### config.mk
export PLATFORM = sky130hd
export DESIGN_NAME = rect_compositor
export DESIGN_NICKNAME = d
export VERILOG_FILES = /design/src/rtl/rect_pkg.sv /design/src/rtl/rect_hit.sv /design/src/rtl/rect_compositor.sv
export SDC_FILE = /design/constraint.sdc
export NUM_CORES = 1
export LEC_CHECK = 0
export CAP_MARGIN = 20
export CORE_ASPECT_RATIO = 1.1
export CORE_MARGIN = 2
export CORE_UTILIZATION = 61
export DETAILED_ROUTE_END_ITERATION = 6
export PLACE_DENSITY = 0.8
export SYNTH_ARGS = -nofsm -noshare
export SYNTH_HDL_FRONTEND = slang
export SYNTH_SLANG_ARGS = --single-unit
### constraint.sdc
create_clock -name Clk -period 2.05 [get_ports Clk]
set_input_delay 0.41 -clock Clk [delete_from_list [all_inputs] [get_ports Clk]]
set_output_delay 0.41 -clock Clk [all_outputs]
set_load 0.05 [all_outputs]
### src/rtl/rect_pkg.sv
// Shared types and helpers for the rectangle compositor: the per-object record,
// the commit FSM state encoding and the edge clamp applied on shadow writes.
package rect_pkg;

  // Coordinate and colour widths of the stored object record.
  localparam int RECT_COORD_W = 10;
  localparam int RECT_COLOR_W = 3;

  // One screen-space rectangle with inclusive edges.
  typedef struct packed {
    logic                    en;
    logic [RECT_COORD_W-1:0] x0;
    logic [RECT_COORD_W-1:0] x1;
    logic [RECT_COORD_W-1:0] y0;
    logic [RECT_COORD_W-1:0] y1;
    logic [RECT_COLOR_W-1:0] color;
  } rect_t;

  // RUN accepts shadow writes; COMMIT is the single cycle that copies shadow to active.
  typedef enum logic {
    RUN    = 1'b0,
    COMMIT = 1'b1
  } state_t;

  // Pull a right/bottom edge that lies beyond the visible area back onto its last pixel.
  function automatic logic [RECT_COORD_W-1:0] clamp_coord(
    input logic [RECT_COORD_W-1:0] value,
    input logic [RECT_COORD_W-1:0] limit
  );
    return (value >= limit) ? (limit - 1'b1) : value;
  endfunction

endpackage

### src/rtl/rect_hit.sv
// Single-object coverage test: the pixel lies inside an enabled rectangle
// with inclusive edges. An inverted rectangle (x0>x1 or y0>y1) never hits.
module rect_hit #(
  parameter int COORD_W = 10
) (
  input  logic               en,
  input  logic [COORD_W-1:0] x0,
  input  logic [COORD_W-1:0] x1,
  input  logic [COORD_W-1:0] y0,
  input  logic [COORD_W-1:0] y1,
  input  logic [COORD_W-1:0] x,
  input  logic [COORD_W-1:0] y,
  output logic               hit
);

  assign hit = en && (x >= x0) && (x <= x1) && (y >= y0) && (y <= y1);

endmodule

### src/rtl/rect_compositor.sv
// Double-buffered, two-stage pipelined rectangle compositor.
// Game logic writes the shadow object set; the whole set is copied to the
// active set in one COMMIT cycle following a frame_start, so no frame tears.
// Stage 1 tests every active object against the pixel, stage 2 picks the
// lowest-index hit and registers the outputs (2 cycles CounterX/Y -> pix_*).
// Coordinate/colour widths of the stored records come from rect_pkg; keep
// COORD_W and COLOR_W equal to RECT_COORD_W and RECT_COLOR_W.
// Optional feature: define RECT_COMPOSITOR_COLLIDE_EN to add sticky
// object-0 collision outputs collide and collide_mask.
module rect_compositor
  import rect_pkg::*;
#(
  parameter int                  NUM_OBJ  = 4,
  parameter int                  COORD_W  = RECT_COORD_W,
  parameter int                  COLOR_W  = RECT_COLOR_W,
  parameter int                  H_MAX    = 640,
  parameter int                  V_MAX    = 480,
  parameter logic [COLOR_W-1:0]  BG_COLOR = '0,
  localparam int                 IDX_W    = (NUM_OBJ > 1) ? $clog2(NUM_OBJ) : 1
) (
  input  logic               Clk,
  input  logic               Reset_n,
  input  logic [COORD_W-1:0] CounterX,
  input  logic [COORD_W-1:0] CounterY,
  input  logic               inDisplayArea,
  input  logic               frame_start,
  input  logic               wr_valid,
  output logic               wr_ready,
  input  logic [IDX_W-1:0]   wr_idx,
  input  logic               wr_en,
  input  logic [COORD_W-1:0] wr_x0,
  input  logic [COORD_W-1:0] wr_x1,
  input  logic [COORD_W-1:0] wr_y0,
  input  logic [COORD_W-1:0] wr_y1,
  input  logic [COLOR_W-1:0] wr_color,
  output logic [COLOR_W-1:0] pix_color,
  output logic               pix_hit,
  output logic [IDX_W-1:0]   pix_obj,
  output logic               commit_pulse
`ifdef RECT_COMPOSITOR_COLLIDE_EN
  ,
  output logic               collide,
  output logic [NUM_OBJ-1:0] collide_mask
`endif
);

  // ---------------------------------------------------------------------------
  // Register banks and control state
  // ---------------------------------------------------------------------------
  rect_t              shadow [NUM_OBJ];
  rect_t              active [NUM_OBJ];
  logic               dirty;
  state_t             state;
  state_t             state_next;
  logic               out_of_reset;
  logic               wr_fire;
  logic               idx_valid;
  rect_t              wr_rect;

  // Pipeline registers
  logic [NUM_OBJ-1:0] hit_comb;
  logic [NUM_OBJ-1:0] hit_s1;
  logic               disp_s1;
  logic [COLOR_W-1:0] color_s1 [NUM_OBJ];

  // Priority encoder results
  logic               any_hit;
  logic [IDX_W-1:0]   win_idx;
  logic [COLOR_W-1:0] win_color;

  // Writes are refused while reset is held, until the first edge after release,
  // and during the COMMIT cycle.
  assign wr_ready     = out_of_reset && (state == RUN);
  assign wr_fire      = wr_valid && wr_ready;
  assign commit_pulse = (state == COMMIT);

  // Marks the first clock edge after reset release so wr_ready stays low in reset.
  // NOTE: state elements are written with non-blocking assignments so every flop
  // samples pre-edge values regardless of block evaluation order.
  always_ff @(posedge Clk or negedge Reset_n) begin
    if (!Reset_n) out_of_reset <= 1'b0;
    else          out_of_reset <= 1'b1;
  end

  // Commit FSM state register.
  always_ff @(posedge Clk or negedge Reset_n) begin
    if (!Reset_n) state <= RUN;
    else          state <= state_next;
  end

  // Next state: a frame_start with pending shadow edits takes one COMMIT cycle.
  // NOTE: every combinationally driven variable gets a default first, so no
  // path through the block leaves it unassigned and no latch is inferred.
  always_comb begin
    state_next = state;
    case (state)
      RUN:     if (frame_start && dirty) state_next = COMMIT;
      COMMIT:  state_next = RUN;
      default: state_next = RUN;
    endcase
  end

  // Clamp the incoming record and check whether its index names a real object.
  always_comb begin
    wr_rect.en    = wr_en;
    wr_rect.x0    = wr_x0;
    wr_rect.x1    = clamp_coord(wr_x1, COORD_W'(H_MAX));
    wr_rect.y0    = wr_y0;
    wr_rect.y1    = clamp_coord(wr_y1, COORD_W'(V_MAX));
    wr_rect.color = wr_color;
    idx_valid     = 1'b0;
    for (int i = 0; i < NUM_OBJ; i++) begin
      if (wr_idx == IDX_W'(i)) idx_valid = 1'b1;
    end
  end

  // Shadow bank and dirty flag: accepted writes land here; indices beyond
  // NUM_OBJ match no entry and are dropped without marking the set dirty.
  // NOTE: the object banks are explicit flops that must power up disabled,
  // so they are reset like any control register rather than left as a RAM.
  always_ff @(posedge Clk or negedge Reset_n) begin
    if (!Reset_n) begin
      for (int i = 0; i < NUM_OBJ; i++) shadow[i] <= '0;
      dirty <= 1'b0;
    end else begin
      if (state == COMMIT)             dirty <= 1'b0;
      else if (wr_fire && idx_valid)   dirty <= 1'b1;
      for (int i = 0; i < NUM_OBJ; i++) begin
        if (wr_fire && (wr_idx == IDX_W'(i))) shadow[i] <= wr_rect;
      end
    end
  end

  // Active bank: changes only at the end of the COMMIT cycle.
  always_ff @(posedge Clk or negedge Reset_n) begin
    if (!Reset_n) begin
      for (int i = 0; i < NUM_OBJ; i++) active[i] <= '0;
    end else if (state == COMMIT) begin
      for (int i = 0; i < NUM_OBJ; i++) active[i] <= shadow[i];
    end
  end

  // ---------------------------------------------------------------------------
  // Stage 1: one comparator per object against the active set
  // ---------------------------------------------------------------------------
  for (genvar g = 0; g < NUM_OBJ; g++) begin : g_hit
    rect_hit #(
      .COORD_W (COORD_W)
    ) u_rect_hit (
      .en  (active[g].en),
      .x0  (active[g].x0),
      .x1  (active[g].x1),
      .y0  (active[g].y0),
      .y1  (active[g].y1),
      .x   (CounterX),
      .y   (CounterY),
      .hit (hit_comb[g])
    );
  end

  // Stage-1 registers; colours travel with the hit vector so a commit between
  // the two stages cannot pair old geometry with new colours.
  always_ff @(posedge Clk or negedge Reset_n) begin
    if (!Reset_n) begin
      hit_s1  <= '0;
      disp_s1 <= 1'b0;
      for (int i = 0; i < NUM_OBJ; i++) color_s1[i] <= '0;
    end else begin
      hit_s1  <= hit_comb;
      disp_s1 <= inDisplayArea;
      for (int i = 0; i < NUM_OBJ; i++) color_s1[i] <= active[i].color;
    end
  end

  // ---------------------------------------------------------------------------
  // Stage 2: fixed-priority encoder, lowest index wins
  // ---------------------------------------------------------------------------
  // Scan from the highest index down so the last assignment is the lowest hit.
  always_comb begin
    any_hit   = 1'b0;
    win_idx   = '0;
    win_color = BG_COLOR;
    for (int i = NUM_OBJ - 1; i >= 0; i--) begin
      if (hit_s1[i]) begin
        any_hit   = 1'b1;
        win_idx   = IDX_W'(i);
        win_color = color_s1[i];
      end
    end
  end

  // Output registers, forced to zero outside the display area.
  always_ff @(posedge Clk or negedge Reset_n) begin
    if (!Reset_n) begin
      pix_color <= '0;
      pix_hit   <= 1'b0;
      pix_obj   <= '0;
    end else if (disp_s1) begin
      pix_color <= win_color;
      pix_hit   <= any_hit;
      pix_obj   <= win_idx;
    end else begin
      pix_color <= '0;
      pix_hit   <= 1'b0;
      pix_obj   <= '0;
    end
  end

`ifdef RECT_COMPOSITOR_COLLIDE_EN
  // ---------------------------------------------------------------------------
  // Optional collision detector: object 0 against every other object
  // ---------------------------------------------------------------------------
  logic [NUM_OBJ-1:0] collide_set;

  // Objects that share a visible pixel with object 0 in stage 1.
  always_comb begin
    collide_set = '0;
    if (disp_s1 && hit_s1[0]) begin
      for (int k = 1; k < NUM_OBJ; k++) collide_set[k] = hit_s1[k];
    end
  end

  // Sticky flags cleared by every frame_start; a new hit on that same cycle survives.
  always_ff @(posedge Clk or negedge Reset_n) begin
    if (!Reset_n) begin
      collide      <= 1'b0;
      collide_mask <= '0;
    end else begin
      collide      <= (frame_start ? 1'b0 : collide) | (|collide_set);
      collide_mask <= (frame_start ? '0 : collide_mask) | collide_set;
    end
  end
`endif

endmodule

==> impl_metrics.env, run 1 <==
export IMPL_status="finished clean"
export IMPL_synth_top_area_share_pct=54.24
export IMPL_crit_type="in2reg"
export IMPL_timing_slew_headroom_pct=58.79
export IMPL_worst_pin_slew_ns=0.6158
export IMPL_layout_min_cycle_time_ns=1.991
export IMPL_mostFrequentLayoutCells="377 x dfrtp_1, 291 x nand2_1, 205 x o21ai_0"
export IMPL_routed_wl_um=43720
export IMPL_tritoncts="built"
export IMPL_start_util_pct=62.41
export IMPL_total_routing_resource_utilization_after_global_routing_pct=29.97
export IMPL_finClkSkew_ns=0.01228
export IMPL_place_ws_ns=-0.6096
export IMPL_port_buffers=78
export IMPL_design_core_area_um2=27950
export IMPL_post_route_period_util_pct=97.14
export IMPL_seq_area_frac_synth_pct=54.24
export IMPL_syn2layout_area_growth_pct=20.03
export IMPL_grt_pass1_vias=13490
export IMPL_final_area_um2=20930
export IMPL_max_cap_violations=0
export IMPL_cts_root_buf="clkbuf_16"
export IMPL_drt_iter0_markers=863
export IMPL_worst_skew_pair_latency_ns=0.53
export IMPL_overflow=0
export IMPL_min_delay_path_class="in2reg"
export IMPL_ir_worst_vdd_mv=0.8618
export IMPL_clock_path_buffers=3
export IMPL_clkSinkCount=378
export IMPL_timing_final_hold_violations=0
export IMPL_die_width_um=165.2
export IMPL_post_synth_instance_area_um2=17440
export IMPL_final_common_cell="dfrtp_1"
export IMPL_detailedPlacementHpwl_um=29120
export IMPL_post_synth_cell_area_avg_um2=10.56
export IMPL_crit_fanout=7
export IMPL_dr_total_vias=12840
export IMPL_synth_nets=1883
export IMPL_timing_final_max_slew_violations=0
export IMPL_antenna_left=0
export IMPL_grt_pass1_wl_um=69230
export IMPL_postSynth_topFlopCell="dfrtp_1"
export IMPL_power_density_nw_per_um2=1291
export IMPL_rows=64
export IMPL_place_area_um2=19370
export IMPL_gp_congestion=0.8854
export IMPL_io_pin_count=79
export IMPL_cts_inserted_buffers=38
export IMPL_timing_critical_path_from_type="input port"
export IMPL_worst_endpoint_required_ns=2.48
export IMPL_grt_setup_unrepaired="yes"
export IMPL_fmaxAchievable_mhz=502.2
export IMPL_worstPathArrival_ns=2.42
export IMPL_fp_dieH_um=181.3
export IMPL_post_synth_inst_count=1652
export IMPL_final_setup_viol_count=0
export IMPL_post_synth_num_cell_types=58
export IMPL_diode_count=0
export IMPL_finalWorstSetupSlack_ns=0.05871
export IMPL_post_route_drc_count=0
export IMPL_proportion_of_synthesized_flip_flops_having_asynchronous_set_or_reset_pct=100.0
export IMPL_count_of_state_elements_after_synthesis=378
export IMPL_grt_antenna_before_repair=1
export IMPL_timing_reg2reg_setup_slack_ns=0.11
export IMPL_fin_nets=2045
export IMPL_number_of_h_tree_levels=2
export IMPL_yosys_top_cells_area="dfrtp_1 54%, ha_1 11%, mux2_2 6.9%"
export IMPL_die_area_um2=29960
export IMPL_yosys_warnings=0
export IMPL_grt_start_max_net_pins=81
export IMPL_dr_wl_cell_um=19.87
export IMPL_layout_drive_gt1_share_pct=16.16
export IMPL_vias_per_cell=5.834
export IMPL_number_of_enable_flip_flop_cells_after_synthesis=0
export IMPL_worstSetupEndpointType="flip-flop"
export IMPL_cts_reportedPaths_clkPinSlew_ns=0.06
export IMPL_synth_largest_area_cell="dfrtp_1"
export IMPL_static_leakage_nw=9.933
export IMPL_first_pass_iters=5
[metrics by stage]
step | instances | total power [mW] | utilization, % | hold slack [ns] | TNS (ns)
global route | 2201 | 28.69 | 74.91 | 0.3596 | -0.02765
detailed placement | 2131 | 19.30 | 69.33 | 0.3616 | -2.042
floorplan | 1652 | 16.32 | - | 0.1144 | -0.5626
global placement | 2131 | 18.68 | 69.33 | 0.3573 | -1.843
CTS | 2199 | 26.82 | 74.40 | 0.3535 | -0.02407
finish | 2201 | 27.03 | 74.91 | 0.3574 | 0
[registers in the layout, summed over array words and instances (netlist names)]
signal and count:
out_of_reset 1, color_s1 12, disp_s1 1, shadow 176, commit_pulse 1, pix_color 3, dirty 1, pix_hit 1
hit_s1 4, pix_obj 2, active 176
[critical path, cell delays in order]
cell             delay [ns]
clkdlybuf4s50_1        0.54
buf_4                  0.22
ha_1                   0.26
a211oi_1               0.24
nor2_1                 0.07
nor3_1                 0.20
a31oi_1                0.22
nor4_2                 0.26
[synth_stat cells, types with 4 or more instances]
| cell type | count |
|---|---|
| a31oi_1 | 7 |
| ha_1 | 160 |
| nor3_1 | 10 |
| a211oi_1 | 20 |
| buf_2 | 19 |
| nand2_1 | 291 |
| nor2b_1 | 10 |
| o21ai_1 | 18 |
| buf_6 | 6 |
| o221ai_1 | 5 |
| nand4_1 | 15 |
| clkbuf_1 | 33 |
| inv_1 | 159 |
| o21ai_0 | 212 |
| mux2_2 | 107 |
| a21o_1 | 14 |
| nor2_1 | 53 |
| nand3_1 | 12 |
| o211ai_1 | 7 |
| a22oi_1 | 4 |
| dfrtp_1 | 378 |
| buf_4 | 4 |
| a21oi_1 | 49 |
| nand2b_1 | 13 |
[cells by family (layout without fill, tap and decap cells)]
logic type	count (synthesis)	count (layout)	synth area share (%)
flops	378	378	54.24
buf+inv	222	408	5.259
mux	110	110	7.081
fa+ha+maj	160	160	11.48
compound gates	357	357	11.52
simple gates	424	424	10.40
other cells	1	1	0.02150
[layout make-up]
cell class	count	area, µm²
inverters	159	596.8
repair buffers	185	1934
well taps	363	454.2
flip-flops and latches	378	9463
clock buffers	55	1149
fillers	1847	7013
clock inverters	9	145.1
multi-input cells	1052	7192
[layer usage]
metal	vias to the layer above	track usage (%)	routed length, µm
met1	6383	36.54	17320
met5	-	0	12
met3	142	4.247	2067
met4	2	13.57	2034
li1	5914	-	-
met2	400	52.45	22290
[final timing paths]
path                                     from  cells after the start           end
min in group asynchronous             Reset_n                      2     shadow[8]
worst min-delay path            inDisplayArea                      1       disp_s1
worst max register to register      active[6]                      7     hit_s1[3]
worst min register to register     active[44]                      0   color_s1[3]
worst max-delay path              CounterX[7]                      8     hit_s1[1]
max in group asynchronous             Reset_n                      3  commit_pulse
[report_power, final]
| group | internal [mW] | leakage (nW) | switching (mW) |
|---|---|---|---|
| Sequential | 10.2 | 4.68 | 1.20 |
| Clock | 4.38 | 0.640 | 2.82 |
| Combinational | 3.65 | 4.61 | 4.79 |
[what timing repair did]
| item | in CTS | in global routing |
|---|---|---|
| pin swaps | 1 | 9 |
| resized for setup | 10 | 28 |
| setup endpoints to repair | 8 | 5 |
| setup buffers | 0 | 1 |
| hold endpoints to repair | 49 | 0 |
| cloned | 3 | 1 |
| hold buffers | 1 | 0 |
Power figures use the tool's default switching activity.
==> run 2, diff against run 1 <==
--- a/config.mk
+++ b/config.mk
@@ -11,6 +11,7 @@
 export CORE_UTILIZATION = 61
 export DETAILED_ROUTE_END_ITERATION = 6
 export PLACE_DENSITY = 0.8
+export REMOVE_ABC_BUFFERS = 1
 export SYNTH_ARGS = -nofsm -noshare
 export SYNTH_HDL_FRONTEND = slang
 export SYNTH_SLANG_ARGS = --single-unit
==> run 2 against run 1 <==
Against the previous run: sequential power about the same; highest routed layer is now met4; critical path type unchanged; routed wire length is 4.2% lower; largest power group unchanged; cell count is 0.45% lower.
==> impl_metrics.env, run 2 (synthesized netlist as in run 1, its figures left out) <==
export IMPL_grt_pass1_wl_um=67630
export IMPL_die_width_um=165.2
export IMPL_timing_hold_worst_start="inDisplayArea"
export IMPL_tritoncts="built"
export IMPL_io_pin_count=79
export IMPL_routed_wl_um=41870
export IMPL_syn2layout_area_growth_pct=18.56
export IMPL_static_leakage_nw=9.771
export IMPL_timing_final_max_slew_violations=0
export IMPL_path_buf_inv=2
export IMPL_largest_registers="active: 176 flops, shadow: 176 flops, color_s1: 12 flops"
export IMPL_worst_skew_pair_latency_ns=0.53
export IMPL_layout_drive_gt1_share_pct=15.87
export IMPL_min_delay_path_class="in2reg"
export IMPL_worstHoldEndpoint="disp_s1"
export IMPL_timing_critical_path_from_type="input port"
export IMPL_critical_path_max_stage_delay_ns=0.49
export IMPL_cts_root_buf="clkbuf_16"
export IMPL_die_area_um2=29960
export IMPL_worst_endpoint_required_ns=2.45
export IMPL_post_route_period_util_pct=99.91
export IMPL_overflow=0
export IMPL_hold_path_depth=1
export IMPL_rows=64
export IMPL_number_of_h_tree_levels=2
export IMPL_vias_per_cell=5.793
export IMPL_finClkSkew_ns=0.01160
export IMPL_cts_reportedPaths_clkPinSlew_ns=0.06
export IMPL_timing_final_hold_violations=0
export IMPL_dr_wl_cell_um=19.11
export IMPL_crit_type="in2reg"
export IMPL_clock_path_buffers=3
export IMPL_r2r_end="hit_s1[3]"
export IMPL_r2r_cell_count=7
export IMPL_port_buffers=78
export IMPL_total_routing_resource_utilization_after_global_routing_pct=28.88
export IMPL_grt_setup_unrepaired="yes"
export IMPL_cp_slowest_cell="clkdlybuf4s50_1"
export IMPL_worstPathArrival_ns=2.45
export IMPL_power_density_nw_per_um2=1272
export IMPL_start_util_pct=62.41
export IMPL_crit_fanout=7
export IMPL_fmaxAchievable_mhz=488.2
export IMPL_final_setup_viol_count=0
export IMPL_mostFrequentLayoutCells="377 x dfrtp_1, 291 x nand2_1, 208 x o21ai_0"
export IMPL_totalPowerFinal_mw=26.31
export IMPL_drt_iter0_markers=956
export IMPL_worst_pin_slew_ns=0.6203
export IMPL_status="finished clean"
export IMPL_ordered_list_of_cells_on_the_worst_path="clkdlybuf4s50_1, buf_4, ha_1, a211oi_1, nor2_1, o31ai_1, a32oi_2, nor4_2"
export IMPL_max_cap_violations=0
export IMPL_layout_min_cycle_time_ns=2.048
export IMPL_worstSetupEndpointType="flip-flop"
export IMPL_post_route_drc_count=0
export IMPL_rr_startpoint="active[10]"
export IMPL_timing_slew_headroom_pct=58.65
export IMPL_ir_worst_vdd_mv=1.237
export IMPL_first_pass_iters=5
export IMPL_critical_path_top_delay_family="compound AO/OA/AOI/OAI gates"
export IMPL_fin_nets=2032
export IMPL_cts_inserted_buffers=39
export IMPL_antenna_left=0
export IMPL_design_core_area_um2=27950
export IMPL_grt_pass1_vias=13330
export IMPL_detailedPlacementHpwl_um=27820
export IMPL_place_ws_ns=-0.7390
export IMPL_clkSinkCount=378
export IMPL_timing_reg2reg_setup_slack_ns=0.10
export IMPL_grt_antenna_before_repair=1
export IMPL_finalWorstSetupSlack_ns=0.001764
export IMPL_dr_total_vias=12690
export IMPL_final_common_cell="dfrtp_1"
export IMPL_gp_congestion=0.8578
export IMPL_grt_start_max_net_pins=142
export IMPL_fp_dieH_um=181.3
run 2: cell count changes in the layout (fill, tap and decap cells not counted), moves of 4 or more:
cell	previous run	this run
buf_4	82	74
clkbuf_1	7	12
a211oi_1	17	13
a211oi_2	3	7
buf_6	4	0
o21ai_1	25	21
run 2: per-stage QoR:
stage | hold slack [ns] | util (%) | cells | setup TNS, ns | instance area (µm²)
2_1_floorplan | 0.1144 | - | 1589 | -1521.42 | 17120
3_3_place_gp | 0.3562 | 69.01 | 2120 | -2.048 | 19280
3_5_place_dp | 0.3595 | 69.01 | 2120 | -2.669 | 19280
4_1_cts | 0.3103 | 73.56 | 2189 | 0 | 20560
5_1_grt | 0.3134 | 73.98 | 2190 | -0.03107 | 20670
6_report | 0.3261 | 73.99 | 2191 | 0 | 20680
run 2: how the worst max path moves through the flow:
stage	startpoint	cells after the start	to
after floorplan	commit_pulse	4	shadow[144]
after global placement	CounterY[9]	8	hit_s1[1]
after detailed placement	CounterY[9]	8	hit_s1[1]
after CTS	commit_pulse	2	commit_pulse
after global routing	CounterY[9]	9	hit_s1[1]
final	CounterY[3]	8	hit_s1[1]
run 2: worst register-to-register path, stage by stage, from the launching register on:
cell	delay (ns)
dfrtp_1	0.36
inv_1	0.08
ha_1	0.26
nand4_1	0.15
inv_1	0.05
a2111o_1	0.46
a221o_1	0.36
a211oi_2	0.15
run 2: where the power goes:
group          switching (mW)  leakage [nW]  internal [mW]  total [mW]
clock network            2.86         0.588           3.84        6.70
logic                    4.68          4.50           3.55        8.23
registers                1.19          4.68           10.2        11.4
total                    8.73          9.77           17.6        26.3
run 2: repair_timing:
| action | 4_1_cts | 5_1_grt |
|---|---|---|
| endpoints found under the hold margin | 47 | 0 |
| gates cloned | 1 | 1 |
| pin swaps | 1 | 7 |
| endpoints found under the setup margin | 10 | 5 |
| buffers inserted | 0 | 0 |
| hold buffers | 1 | 0 |
| gates resized for setup | 16 | 21 |
run 2: layer usage:
layer	wire length, µm	vias to the layer above	GRT usage (%)
met4	1815	0	12.31
met3	2208	115	4.454
met5	0	-	0
met1	16730	6318	36.20
met2	21130	368	49.58
li1	-	5892	-
run 2: cell type report:
cell class | count | area (µm²)
sequential | 378 | 9463
fill | 1869 | 7269
multi-input combinational | 1052 | 7222
timing repair buffer | 171 | 1752
clock buffer | 56 | 1090
inverter | 159 | 596.8
tap | 363 | 454.2
clock inverter | 11 | 97.59
antenna | 1 | 2.502
